==> config.mk <==
export PLATFORM = sky130hd
export DESIGN_NAME = dht11_sequencer
export DESIGN_NICKNAME = d
export VERILOG_FILES = /design/src/rtl/dht11_pkg.sv /design/src/rtl/us_tick_gen.sv /design/src/rtl/dht11_sequencer.sv
export SDC_FILE = /design/constraint.sdc
export NUM_CORES = 1
export LEC_CHECK = 0
export BUFFER_PORTS_ARGS = -buffer_cell sky130_fd_sc_hd__buf_2
export CORE_ASPECT_RATIO = 1.75
export CORE_MARGIN = 2
export CORE_UTILIZATION = 30
export DETAILED_ROUTE_END_ITERATION = 10
export REMOVE_ABC_BUFFERS = 1
export SLEW_MARGIN = 20
export SYNTH_ARGS = -nofsm -noshare
export SYNTH_HDL_FRONTEND = slang
export SYNTH_SLANG_ARGS = --single-unit
==> constraint.sdc <==
create_clock -name clk -period 10.25 [get_ports clk]
set_clock_uncertainty 0.15 [all_clocks]
set_input_delay 3.075 -clock clk [delete_from_list [all_inputs] [get_ports clk]]
set_output_delay 3.075 -clock clk [all_outputs]
set_load 0.03 [all_outputs]
==> src/rtl/dht11_pkg.sv <==
// Shared types and constants for the DHT11 transaction sequencer.
// Holds the FSM encoding, error codes, counter widths and the checksum rule.
package dht11_pkg;

  localparam int FRAME_BITS = 40;
  localparam int US_W       = 15;
  localparam int BIT_W      = 6;

  localparam logic [1:0] ERR_NONE   = 2'b00;
  localparam logic [1:0] ERR_NORESP = 2'b01;
  localparam logic [1:0] ERR_TMO    = 2'b10;
  localparam logic [1:0] ERR_CSUM   = 2'b11;

  typedef enum logic [3:0] {
    S_IDLE,
    S_START_LOW,
    S_REL_WAIT,
    S_RESP_LOW,
    S_RESP_HIGH,
    S_BIT_LOW,
    S_BIT_HIGH,
    S_CHECK,
    S_ERR
  } state_e;

  // Frame is b0..b4 MSB first; b4 must equal the 8-bit sum of b0..b3.
  function automatic logic csum_ok(
    input logic [FRAME_BITS-1:0] f
  );
    logic [7:0] s;
    s = f[39:32] + f[31:24] + f[23:16] + f[15:8];
    return s == f[7:0];
  endfunction

endpackage

==> src/rtl/us_tick_gen.sv <==
// Free-running prescaler: one-cycle strobe every CLK_PER_US clocks.
// Counts 0..CLK_PER_US-1 and pulses on the wrap value.
module us_tick_gen #(
  parameter int CLK_PER_US = 50
) (
  input  logic clk,
  input  logic reset,
  output logic tick_o
);

  localparam int W = $clog2(CLK_PER_US);
  localparam logic [W-1:0] LAST = W'(CLK_PER_US - 1);

  logic [W-1:0] cnt_q, cnt_d;

  always_comb begin
    cnt_d = (cnt_q == LAST) ? '0 : cnt_q + 1'b1;
  end

  always_ff @(posedge clk or posedge reset) begin
    if (reset) cnt_q <= '0;
    else       cnt_q <= cnt_d;
  end

  assign tick_o = (cnt_q == LAST);

endmodule

==> src/rtl/dht11_sequencer.sv <==
// One DHT11 transaction: host start pulse, sensor response check,
// 40-bit capture and checksum, all timed by a 1 us strobe.
module dht11_sequencer
  import dht11_pkg::*;
#(
  parameter int CLK_PER_US    = 50,
  parameter int START_LOW_US  = 18000,
  parameter int TIMEOUT_US    = 200,
  parameter int BIT_THRESH_US = 40
) (
  input  logic       clk,
  input  logic       reset,
  input  logic       start,
  input  logic       dq_in,
  output logic       dq_oe,
  output logic       busy,
  output logic       done,
  output logic       err,
  output logic [1:0] err_code,
  output logic [7:0] hum_int,
  output logic [7:0] hum_dec,
  output logic [7:0] temp_int,
  output logic [7:0] temp_dec
);

  localparam logic [US_W-1:0] START_CNT = US_W'(START_LOW_US);
  localparam logic [US_W-1:0] TMO_CNT   = US_W'(TIMEOUT_US);
  localparam logic [US_W-1:0] THR_CNT   = US_W'(BIT_THRESH_US);
  localparam logic [BIT_W-1:0] LAST_BIT = BIT_W'(FRAME_BITS - 1);

  state_e state_q, state_d;

  logic tick;
  logic sync1_q, sync2_q, prev_q;
  logic dq_rise, dq_fall, tmo, last_bit, sum_ok;

  logic [US_W-1:0]       us_cnt_q, us_cnt_d;
  logic [BIT_W-1:0]      bit_cnt_q, bit_cnt_d;
  logic [FRAME_BITS-1:0] frame_q, frame_d;
  logic [1:0]            code_q, code_d;
  logic [1:0]            err_code_q, err_code_d;
  logic                  done_q, done_d;
  logic                  err_q, err_d;
  logic [31:0]           data_q, data_d;

  us_tick_gen #(
    .CLK_PER_US(CLK_PER_US)
  ) u_tick (
    .clk   (clk),
    .reset (reset),
    .tick_o(tick)
  );

  assign dq_rise  = sync2_q & ~prev_q;
  assign dq_fall  = ~sync2_q & prev_q;
  assign tmo      = us_cnt_q >= TMO_CNT;
  assign last_bit = bit_cnt_q == LAST_BIT;
  assign sum_ok   = csum_ok(frame_q);

  always_ff @(posedge clk or posedge reset) begin
    if (reset) state_q <= S_IDLE;
    else       state_q <= state_d;
  end

  always_comb begin
    state_d = state_q;
    code_d  = code_q;
    unique case (state_q)
      S_IDLE: begin
        // the done/err cycle is already IDLE but must not re-arm
        if (start && !done_q && !err_q) state_d = S_START_LOW;
      end
      S_START_LOW: begin
        if (us_cnt_q == START_CNT) state_d = S_REL_WAIT;
      end
      S_REL_WAIT: begin
        if (dq_fall) state_d = S_RESP_LOW;
        else if (tmo) begin
          state_d = S_ERR;
          code_d  = ERR_NORESP;
        end
      end
      S_RESP_LOW: begin
        if (dq_rise) state_d = S_RESP_HIGH;
        else if (tmo) begin
          state_d = S_ERR;
          code_d  = ERR_NORESP;
        end
      end
      S_RESP_HIGH: begin
        if (dq_fall) state_d = S_BIT_LOW;
        else if (tmo) begin
          state_d = S_ERR;
          code_d  = ERR_NORESP;
        end
      end
      S_BIT_LOW: begin
        if (dq_rise) state_d = S_BIT_HIGH;
        else if (tmo) begin
          state_d = S_ERR;
          code_d  = ERR_TMO;
        end
      end
      S_BIT_HIGH: begin
        if (dq_fall) state_d = last_bit ? S_CHECK : S_BIT_LOW;
        else if (tmo) begin
          state_d = S_ERR;
          code_d  = ERR_TMO;
        end
      end
      S_CHECK: begin
        if (sum_ok) state_d = S_IDLE;
        else begin
          state_d = S_ERR;
          code_d  = ERR_CSUM;
        end
      end
      S_ERR:   state_d = S_IDLE;
      default: state_d = S_IDLE;
    endcase
  end

  always_comb begin
    dq_oe      = state_q == S_START_LOW;
    busy       = state_q != S_IDLE;
    done_d     = (state_q == S_CHECK) && sum_ok;
    err_d      = state_q == S_ERR;
    err_code_d = err_d ? code_q : err_code_q;
    data_d     = done_d ? frame_q[39:8] : data_q;
  end

  always_comb begin
    us_cnt_d  = us_cnt_q;
    bit_cnt_d = bit_cnt_q;
    frame_d   = frame_q;
    // a strobe in the transition cycle belongs to the new state
    if (state_d != state_q)
      us_cnt_d = {{(US_W-1){1'b0}}, tick};
    else if (tick && (us_cnt_q != '1))
      us_cnt_d = us_cnt_q + 1'b1;
    if ((state_q == S_IDLE) && (state_d == S_START_LOW))
      bit_cnt_d = '0;
    if ((state_q == S_BIT_HIGH) && dq_fall) begin
      frame_d = {frame_q[FRAME_BITS-2:0], us_cnt_q > THR_CNT};
      if (!last_bit) bit_cnt_d = bit_cnt_q + 1'b1;
    end
  end

  always_ff @(posedge clk or posedge reset) begin
    if (reset) begin
      sync1_q    <= 1'b1;
      sync2_q    <= 1'b1;
      prev_q     <= 1'b1;
      us_cnt_q   <= '0;
      bit_cnt_q  <= '0;
      frame_q    <= '0;
      code_q     <= ERR_NONE;
      err_code_q <= ERR_NONE;
      done_q     <= 1'b0;
      err_q      <= 1'b0;
      data_q     <= '0;
    end else begin
      sync1_q    <= dq_in;
      sync2_q    <= sync1_q;
      prev_q     <= sync2_q;
      us_cnt_q   <= us_cnt_d;
      bit_cnt_q  <= bit_cnt_d;
      frame_q    <= frame_d;
      code_q     <= code_d;
      err_code_q <= err_code_d;
      done_q     <= done_d;
      err_q      <= err_d;
      data_q     <= data_d;
    end
  end

  assign done     = done_q;
  assign err      = err_q;
  assign err_code = err_code_q;
  assign hum_int  = data_q[31:24];
  assign hum_dec  = data_q[23:16];
  assign temp_int = data_q[15:8];
  assign temp_dec = data_q[7:0];

endmodule
Word level (Yosys, flattened, before mapping). Index checks and enable logic that the tools add are counted.

Multiplexer cells: 25. Shift-type cells: 0. $lt $le $gt $ge: 2. Reductions and logical operators: 14. Eq/ne operators: 20. $add $sub $neg: 6. Div/mod/pow operators: 0. $mul: 0. Bitwise logic cells: 4.

Operators by type and width (count): two-way mux 4 bit (9); one-hot mux 4 bit (8 select lines) (1); two-way mux 15 bit (2); adder 8 bit (3); two-way mux 6 bit (4); == test 4 x 3 -> 1 bit (second input constant) (4); two-way mux 2 bit (8); adder 15 x 1 -> 15 bit (second input constant) (1); == test 15 bit (second input constant) (1); greater-or-equal comparator 15 x 8 -> 1 bit (second input constant) (1); > comparator 15 x 6 -> 1 bit (second input constant) (1); inequality test 15 bit (second input constant) (1); adder 6 x 1 -> 6 bit (second input constant) (2); == test 6 bit (second input constant) (2); inequality test 2 bit (second input constant) (5); one-hot mux 2 bit (5 select lines) (1); == test 4 x 1 -> 1 bit (second input constant) (2); == test 4 x 2 -> 1 bit (second input constant) (2); == test 8 bit (1); logical AND 1 bit (6); AND reduction 6 bit (1); nonzero test 5 bit (1); == test 4 bit (second input constant) (1); logical NOT 4 bit (1); other kinds (7) (10).

RAM bits: 0. Output and inout bits: 38. Bits in latches: 0. Memory bits (read-only): 0. Word-level logic and storage cells: 84. Register bits: 112. Memories: 0.

Logic depth before layout (Yosys ltp). Gate-level depths: netlist of the first run.

Depth in word-level cells: 11. Gate-level depth with buffers: 13.

Modules after synthesis. From an unflattened synthesis of the first run, not the netlist that was laid out.

Cells, all modules: 527. Area, all modules: 5491.5 um^2.

By module, submodules not included: dht11_sequencer (seq. area each 2656.3 um^2, times used 1, cells each 501, area each 5201.2 um^2); us_tick_gen (seq. area each 150.1 um^2, times used 1, cells each 26, area each 290.3 um^2).

Least setup slack after synthesis of the first run. No wires, ideal clock.

Path type: reg-to-output. From: register state_q[2]. To: output dq_oe. Arrival: 1302 ps. Stages on the path, launching flop included: 3. Slack: 5723 ps. Cells stage by stage: dfrtp_1 -> clkbuf_1 -> nor3_1.

Cells in the longest elaborated chain, start to end: 1.

RTL lines: from (decl) (line dht11_sequencer.sv:31) `state_e state_q, state_d;`; from (signal assigned) (line dht11_sequencer.sv:62) `else state_q <= state_d;`; == test 4 x 1 -> 1 bit (line dht11_sequencer.sv:124) `dq_oe = state_q == S_START_LOW;`; to (decl) (line dht11_sequencer.sv:15) `output logic dq_oe,`.

No other way between the ends.

Final worst setup path of the first run.
From: register state_q[0]. To: output dq_oe.

Same word-level chain as after synthesis.

==> results.json, run 1 <==
{
  "finalSetupViolCount": 0,
  "start_kind": "flop",
  "diodes": 0,
  "grt_max_degree": 68,
  "instances_no_fill": 718,
  "cp.arrival_ns": 1.63,
  "ys_warn_count": 0,
  "port_buffers": 41,
  "cts_sinks": 112,
  "crit_cells": 3,
  "synth_area_sq_mm": 0.00547,
  "die_height_microns": 183,
  "slowest_stage": "dfrtp_1",
  "synthTopCellsByCount": "109 x dfrtp_1, 69 x mux2_2, 21 x xor2_1",
  "finalPower_uw": 825,
  "min_path_cells": 0,
  "max_cap_violations": 0,
  "synth.avg_cell_area_sq_um": 12.5,
  "antenna_left": 0,
  "slowest_delay_ns": 0.63,
  "drv_slew": 0,
  "dr_total_vias": 3446,
  "ys_types": 59,
  "place_inst": 702,
  "dieArea_sq_mm": 0.0194,
  "fin_crit_sh_pct": 47.4,
  "worst_skew_pair.late_latency_ns": 0.35,
  "ys_top_cells_by_area": "dfrtp_1 50%, mux2_2 14%, fa_1 5.1%",
  "yosysTopAreaCell": "dfrtp_1",
  "ctsResizeCount": 0,
  "tightest_slew_ns": 1.01,
  "utilization_pct": 34.7,
  "synth_top_area_share_pct": 49.9,
  "clockBufferDepth": 2,
  "grt_pass1_wl_mm": 18.8,
  "drive_gt1_share_pct": 31.4,
  "synthArstFlopShare_pct": 100,
  "dr.pass1.iters": 5,
  "grtUsageTotal_pct": 12.3,
  "rows": 65,
  "finalWeightedCongestion": 0.853,
  "cpLargestDelayFamily": "flip-flops",
  "path_class": "flop to output port",
  "syn2layout_area_growth_pct": 14.0,
  "netlist_instances": 439,
  "cts_buffers": 9,
  "rsz0062_at_grt": "false",
  "crit_buf_inv": 1,
  "relSlewSlack_pct": 32.5,
  "drc_errors": 0,
  "ctsHoldBuffers": 0,
  "ys_seq_area_share_pct": 51.3,
  "chipWidth_microns": 106,
  "dp_hpwl_mm": 8.06,
  "routed_via_density": 4.80,
  "worst-path-max-fanout": 15,
  "cts_tree": "yes",
  "crit_path_cell_trace": "nand2b_1 -> nor3_1 -> buf_2",
  "setup_tns_ns": 0,
  "layout_min_cycle_time_ns": 4.85,
  "cp.required_ns": 7.03,
  "first_global_vias": 3701,
  "boundaryPins": 42,
  "drtIter0Drc": 89,
  "hold_viol_final": 0,
  "ir_drop_mv": 0.0903,
  "grt_overflow": 0,
  "cts-root-buf": "clkbuf_16",
  "clkTransAtPathRegs_ns": 0.07,
  "fmax_mhz": 206,
  "wirelength_mm": 11.1,
  "synth-seq-cells": 112,
  "status": "completed",
  "hold_path.class": "flop to flop",
  "nets": 509,
  "start_util_pct": 30.4,
  "p_leak_uw": 0.00305,
  "post_cts_buffers": 0,
  "wl_per_cell_microns": 15.5,
  "synth-edff-count": 0,
  "power.density_mw_per_mm2": 132,
  "reg2reg_depth": 13,
  "synth_top_flop_cell": "dfrtp_1",
  "endpoint_kind": "output port",
  "htree_levels": 3,
  "fill_cells": 1770,
  "yosysMostFrequentCell": "dfrtp_1",
  "core_sq_mm": 0.0180,
  "antenna_found_initial": 0
}
## registers in the layout, indices dropped and copies added (netlist names)
register,cells
bit_cnt_q,6
code_q,2
data_q,32
done,1
err,1
err_code,2
frame_q,40
prev_q,1
state_q,4
sync1_q,1
sync2_q,1
u_tick.cnt_q,6
us_cnt_q,15
## power breakdown
part / total (uW) / internal, uW / switching, uW
combinational: 21.5 / 4.63 / 16.8
sequential: 445 / 443 / 2.11
clock: 359 / 193 / 166
total: 825 / 640 / 185
## final timing paths
kind / from / endpoint / slack [ns]
min in group asynchronous: reset / data_q[17] / 2.62
min reg2reg: sync1_q / sync2_q / 0.21
max in group asynchronous: reset / data_q[6] / 6.03
max reg2reg: frame_q[9] / data_q[25] / 6.04
max: state_q[0] / dq_oe / 5.40
min: sync1_q / sync2_q / 0.21
## metrics by stage
stage / worst slack (ns) / hold slack (ns) / instance area (sq um)
floorplan: 4.07 / 0.195 / 5400
global placement: 5.63 / 0.210 / 5930
detailed placement: 5.53 / 0.207 / 5930
CTS: 5.39 / 0.217 / 6240
global route: 5.26 / 0.221 / 6240
finish: 5.40 / 0.214 / 6240
## layout by cell type, fill, tap and decap left out, types with 6 or more instances in the layout
cell       Yosys  final
dfrtp_1      109    109
mux2_2        69     69
buf_2          4     41
xor2_1        21     21
nand2_1       19     19
nor2_1        18     18
inv_1         19     18
xnor2_1       17     17
nand3_1       16     16
fa_1          14     14
o21ai_0       13     13
ha_1          12     12
nor2_2        10     10
clkbuf_16      0      9
nand4_1        8      8
nor2b_1        7      7
nor3_1         6      6
## metal layers
layer	up-vias	track usage [%]	share of wire, %
li1	1620	-	-
met1	1765	13.7	39
met4	0	4.11	1.4
met2	51	23.1	57
met5	-	0	0
met3	10	2.50	2.8
## cells by family (layout without fill, tap and decap cells)
logic type      Yosys count  in the layout  synth area share (%)
mux                      72             72                  14.8
flops                   112            112                  51.3
xor+xnor                 38             38                  6.09
compound gates           44             44                  5.61
buf+inv                  34             79                  2.56
simple gates            113            113                  11.8
fa+ha+maj                26             26                  7.87
## cell type report
| cell class | count | area, sq um | area share, % |
|---|---|---|---|
| Clock buffer | 9 | 225 | 3.61 |
| Clock inverter | 7 | 80.1 | 1.28 |
| Inverter | 19 | 73.8 | 1.18 |
| Multi-Input combinational cell | 293 | 2530 | 40.6 |
| Sequential cell | 112 | 2810 | 45.0 |
| Tap cell | 234 | 293 | 4.70 |
| Timing Repair Buffer | 44 | 228 | 3.65 |
No activity file was read; power rests on OpenSTA's default activity.
==> inputs of run 2 (changes only) <==
==> constraint.sdc (replaced) <==
create_clock -name clk -period 4.84 [get_ports clk]
set_clock_uncertainty 0.15 [all_clocks]
set_input_delay 1.452 -clock clk [delete_from_list [all_inputs] [get_ports clk]]
set_output_delay 1.452 -clock clk [all_outputs]
set_load 0.03 [all_outputs]
==> results.json, run 2 (synthesis results as in run 1) <==
{
  "ctsHoldBuffers": 0,
  "crit_path_cell_trace": "fa_1 -> inv_1 -> fa_1 -> inv_1 -> ha_1 -> fa_1 -> xnor2_1 -> nand2_1 -> nor4_1 -> nand3_1 -> nor3_4 -> buf_4 -> mux2_2",
  "drive_gt1_share_pct": 31.3,
  "rows": 65,
  "drc_errors": 0,
  "dp_hpwl_mm": 8.13,
  "hold_viol_final": 0,
  "grt_overflow": 0,
  "diodes": 0,
  "finalSetupViolCount": 0,
  "cts_tree": "yes",
  "status": "completed",
  "setup_ws_ns": 0.722,
  "layout_min_cycle_time_ns": 4.12,
  "ctsResizeCount": 0,
  "largest_register_ffs": 40,
  "core_sq_mm": 0.0180,
  "wirelength_mm": 11.1,
  "clockBufferDepth": 2,
  "start_kind": "flop",
  "start_util_pct": 30.4,
  "clkTransAtPathRegs_ns": 0.08,
  "rsz0062_at_grt": "false",
  "path_class": "flop to flop",
  "relSlewSlack_pct": 32.9,
  "grtUsageTotal_pct": 12.0,
  "antenna_left": 0,
  "drv_slew": 0,
  "routed_via_density": 4.81,
  "grt_pass1_wl_mm": 18.4,
  "cts_buffers": 9,
  "power.density_mw_per_mm2": 275,
  "fmax_mhz": 243,
  "final_cell_mix": "109 x dfrtp_1, 69 x mux2_2, 41 x buf_2",
  "wl_per_cell_microns": 15.4,
  "max_cap_violations": 0,
  "p_leak_uw": 0.00306,
  "antenna_found_initial": 0,
  "cts_sinks": 112,
  "pre_cts_slack_ns": 0.701,
  "ir_drop_mv": 0.176,
  "cts-root-buf": "clkbuf_16",
  "post_cts_buffers": 0,
  "reg_top3": "frame_q (40), data_q (32), us_cnt_q (15)",
  "setup_tns_ns": 0,
  "tightest_slew_ns": 1.00,
  "endpoint_kind": "flop",
  "final_common_cell": "dfrtp_1",
  "fin_crit_sh_pct": 85.1,
  "worst_skew_pair.late_latency_ns": 0.35,
  "cp.required_ns": 4.92,
  "crit_buf_inv": 3,
  "syn2layout_area_growth_pct": 13.9,
  "cp.arrival_ns": 4.20,
  "hold_path.class": "flop to flop",
  "drtIter0Drc": 95,
  "worst-path-max-fanout": 22,
  "top_register": "frame_q",
  "slowest_delay_ns": 0.54,
  "first_global_vias": 3654,
  "boundaryPins": 42,
  "dr.pass1.iters": 4,
  "finalWeightedCongestion": 0.828,
  "grt_max_degree": 80,
  "cpLargestDelayFamily": "adder cells",
  "htree_levels": 3,
  "dr_total_vias": 3463,
  "chipWidth_microns": 106,
  "crit_top_cell": "fa_1",
  "nets": 511,
  "dieArea_sq_mm": 0.0194,
  "port_buffers": 41,
  "die_height_microns": 183,
  "slowest_stage": "fa_1"
}
==> run 2: changes by cell type in the layout (fill, tap and decap cells not counted), moves of 2 or more <==
cell / before / now
clkinvlp_4: 3 / 0
clkbuf_1: 0 / 2
buf_4: 3 / 5
inv_6: 0 / 3
inv_8: 2 / 0
==> run 2: final cells by class <==
| cell class | instances | area (sq um) |
|---|---|---|
| flip-flops and latches | 112 | 2810 |
| clock buffers | 11 | 233 |
| clock inverters | 5 | 51.3 |
| inverters | 19 | 73.8 |
| well taps | 234 | 293 |
| multi-input cells | 293 | 2530 |
| fillers | 1737 | 11700 |
| repair buffers | 46 | 243 |
==> run 2: per-stage QoR <==
stage	std cells	power [uW]	util (%)	hold WS, ns	cell area [sq um]
6_report	720	1710	34.7	0.207	6230
5_1_grt	720	1780	34.7	0.212	6230
4_1_cts	720	1740	34.7	0.209	6230
3_5_place_dp	704	1010	33.1	0.197	5950
3_3_place_gp	704	1010	33.1	0.199	5950
2_1_floorplan	424	994	-	0.195	5400
==> run 2: per-layer routing <==
layer / track usage, % / part of all wire, % / wire [microns]
met3: 2.68 / 3.1 / 341
met5: 0 / 0 / 0
met4: 4.26 / 1.8 / 198
met1: 13.2 / 39 / 4380
met2: 22.5 / 56 / 6190
==> run 2: path summary, 6_finish.rpt <==
check | start | endpoint | slack, ns | depth (start not counted)
min in group asynchronous | reset | u_tick.cnt_q[5] | 1.16 | 2
worst min register to register | sync1_q | sync2_q | 0.21 | 0
worst max register to register | frame_q[9] | data_q[9] | 0.72 | 13
worst min-delay path | sync1_q | sync2_q | 0.21 | 0
max in group asynchronous | reset | frame_q[7] | 2.51 | 3
worst max-delay path | frame_q[9] | data_q[9] | 0.72 | 13
==> run 2: worst register-to-register path, cell delays in order, from the launching register on <==
cell and delay, ns:
dfrtp_1 0.43, fa_1 0.54, inv_1 0.05, fa_1 0.50, inv_1 0.04, ha_1 0.22
fa_1 0.50, xnor2_1 0.11, nand2_1 0.06, nor4_1 0.25, nand3_1 0.21, nor3_4 0.22
buf_4 0.33, mux2_2 0.39
==> run 2: power by group <==
| part | leakage (uW) | internal, uW | switching, uW |
|---|---|---|---|
| sequential | 0.00154 | 938 | 4.45 |
| combinational | 0.00138 | 10.3 | 35.2 |
| clock | 0.000138 | 362 | 365 |
| total | 0.00306 | 1310 | 404 |
==> inputs of run 3 (changes only) <==
--- a/config.mk
+++ b/config.mk
@@ -6,10 +6,13 @@
 export NUM_CORES = 1
 export LEC_CHECK = 0
 export BUFFER_PORTS_ARGS = -buffer_cell sky130_fd_sc_hd__buf_2
+export CELL_PAD_IN_SITES_DETAIL_PLACEMENT = 0
+export CELL_PAD_IN_SITES_GLOBAL_PLACEMENT = 1
 export CORE_ASPECT_RATIO = 1.75
 export CORE_MARGIN = 2
 export CORE_UTILIZATION = 30
 export DETAILED_ROUTE_END_ITERATION = 10
+export PLACE_DENSITY_LB_ADDON = 0.1
 export REMOVE_ABC_BUFFERS = 1
 export SLEW_MARGIN = 20
 export SYNTH_ARGS = -nofsm -noshare
==> results.json, run 3 (synthesis results as in run 1) <==
{
  "max_cap_violations": 0,
  "antenna_found_initial": 0,
  "cts_tree": "yes",
  "whs_ns": 0.209,
  "power_frac_seq_pct": 54.1,
  "slowest_stage": "fa_1",
  "nets": 509,
  "hold_viol_final": 0,
  "top_register": "frame_q",
  "cp.arrival_ns": 4.28,
  "relSlewSlack_pct": 40.3,
  "chipWidth_microns": 106,
  "boundaryPins": 42,
  "dr.pass1.iters": 5,
  "pwr-share-comb_pct": 2.7,
  "post_cts_buffers": 0,
  "p_clk_share_pct": 43.2,
  "rows": 65,
  "htree_levels": 3,
  "grt_overflow": 0,
  "final_cell_mix": "109 x dfrtp_1, 69 x mux2_2, 41 x buf_2",
  "p_sw_uw": 426,
  "place_inst": 702,
  "grt_max_degree": 96,
  "fill_cells": 1828,
  "internal_power_uw": 1320,
  "antenna_left": 0,
  "wirelength_mm": 11.9,
  "crit_top_cell": "fa_1",
  "swShare_pct": 24.4,
  "power.density_mw_per_mm2": 279,
  "start_kind": "flop",
  "pre_cts_slack_ns": 0.613,
  "wl_per_cell_microns": 16.6,
  "start_util_pct": 30.4,
  "clkTransAtPathRegs_ns": 0.08,
  "drtIter0Drc": 90,
  "worst_skew_pair.late_latency_ns": 0.36,
  "finalSetupViolCount": 0,
  "status": "completed",
  "largest_register_ffs": 40,
  "cp.required_ns": 4.94,
  "instances_no_fill": 718,
  "drive_gt1_share_pct": 31.4,
  "dp_hpwl_mm": 8.47,
  "grtUsageTotal_pct": 13.2,
  "diodes": 0,
  "cts-root-buf": "clkbuf_16",
  "dr_total_vias": 3432,
  "ctsResizeCount": 0,
  "utilization_pct": 34.7,
  "hold_path.class": "flop to flop",
  "fin_crit_sh_pct": 86.3,
  "grt_pass1_wl_mm": 19.7,
  "tightest_slew_ns": 0.890,
  "slowest_delay_ns": 0.54,
  "crit_path_cell_trace": "fa_1 -> inv_1 -> fa_1 -> inv_1 -> ha_1 -> fa_1 -> xnor2_1 -> nand2_1 -> nor4_1 -> nand3_1 -> nor3_4 -> buf_4 -> mux2_2",
  "path_class": "flop to flop",
  "drv_slew": 0,
  "drc_errors": 0,
  "fmax_mhz": 239,
  "cpLargestDelayFamily": "adder cells",
  "finalWeightedCongestion": 0.803,
  "layout_min_cycle_time_ns": 4.18,
  "p_leak_uw": 0.00306,
  "port_buffers": 41,
  "cts_buffers": 9,
  "rsz0062_at_grt": "false",
  "setup_tns_ns": 0,
  "worst-path-max-fanout": 32,
  "clockBufferDepth": 2,
  "dieArea_sq_mm": 0.0194,
  "endpoint_kind": "flop",
  "reg_top3": "frame_q (40), data_q (32), us_cnt_q (15)",
  "core_sq_mm": 0.0180,
  "cts_sinks": 112,
  "die_height_microns": 183,
  "setup_ws_ns": 0.663,
  "r2r_setup_slack_ns": 0.66,
  "final_common_cell": "dfrtp_1",
  "ir_drop_mv": 0.139,
  "ctsHoldBuffers": 0,
  "crit_buf_inv": 3,
  "first_global_vias": 3650,
  "syn2layout_area_growth_pct": 14.1,
  "routed_via_density": 4.78
}
[run 3: cell types whose count changed in the layout (fill, tap and decap cells not counted)]
cell      previous run  this run
clkbuf_1             2         0
clkinv_2             0         1
inv_6                3         1
buf_4                5         2
buf_12               0         1
inv_8                0         3
[run 3: final timing paths]
kind | startpoint | to | cells past startpoint
worst max-delay path | frame_q[9] | data_q[27] | 13
worst min-delay path | sync1_q | sync2_q | 0
worst min register to register | sync1_q | sync2_q | 0
max in group asynchronous | reset | us_cnt_q[10] | 3
min in group asynchronous | reset | data_q[25] | 2
worst max register to register | frame_q[9] | data_q[27] | 13
[run 3: worst register-to-register path, stage by stage (launching register included)]
cell,delay (ns)
dfrtp_1,0.43
fa_1,0.54
inv_1,0.05
fa_1,0.49
inv_1,0.04
ha_1,0.22
fa_1,0.50
xnor2_1,0.11
nand2_1,0.06
nor4_1,0.24
nand3_1,0.20
nor3_4,0.19
buf_4,0.42
mux2_2,0.41
[run 3: per-layer routing]
layer,up-vias,track usage [%],part of all wire [%]
met5,-,0,0
met4,0,6.11,3.0
li1,1622,-,-
met2,44,24.1,55
met1,1748,14.7,40
met3,18,2.43,2.1
[run 3: power groups by stage]
| stage | Sequential, uW | Clock, uW | Combinational [uW] |
|---|---|---|---|
| 6_report | 943 | 752 | 47.2 |
| 5_1_grt | 944 | 825 | 54.6 |
| 4_1_cts | 943 | 789 | 49.9 |
| 3_5_place_dp | 962 | 0 | 49.9 |
| 3_3_place_gp | 962 | 0 | 49.8 |
| 2_1_floorplan | 960 | 0 | 33.5 |
[run 3: layout make-up]
class | count | area, sq um | share of cell area (%)
clock buffer | 9 | 225 | 3.61
inverter | 19 | 73.8 | 1.18
clock inverter | 7 | 72.6 | 1.16
sequential | 112 | 2810 | 45.0
timing repair buffer | 44 | 240 | 3.85
tap | 234 | 293 | 4.69
multi-input combinational | 293 | 2530 | 40.5
[run 3: stage by stage]
| step | power, uW | area, sq um |
|---|---|---|
| floorplan | 994 | 5400 |
| global route | 1820 | 6240 |
| detailed placement | 1010 | 5940 |
| global placement | 1010 | 5940 |
| finish | 1740 | 6240 |
| CTS | 1780 | 6240 |
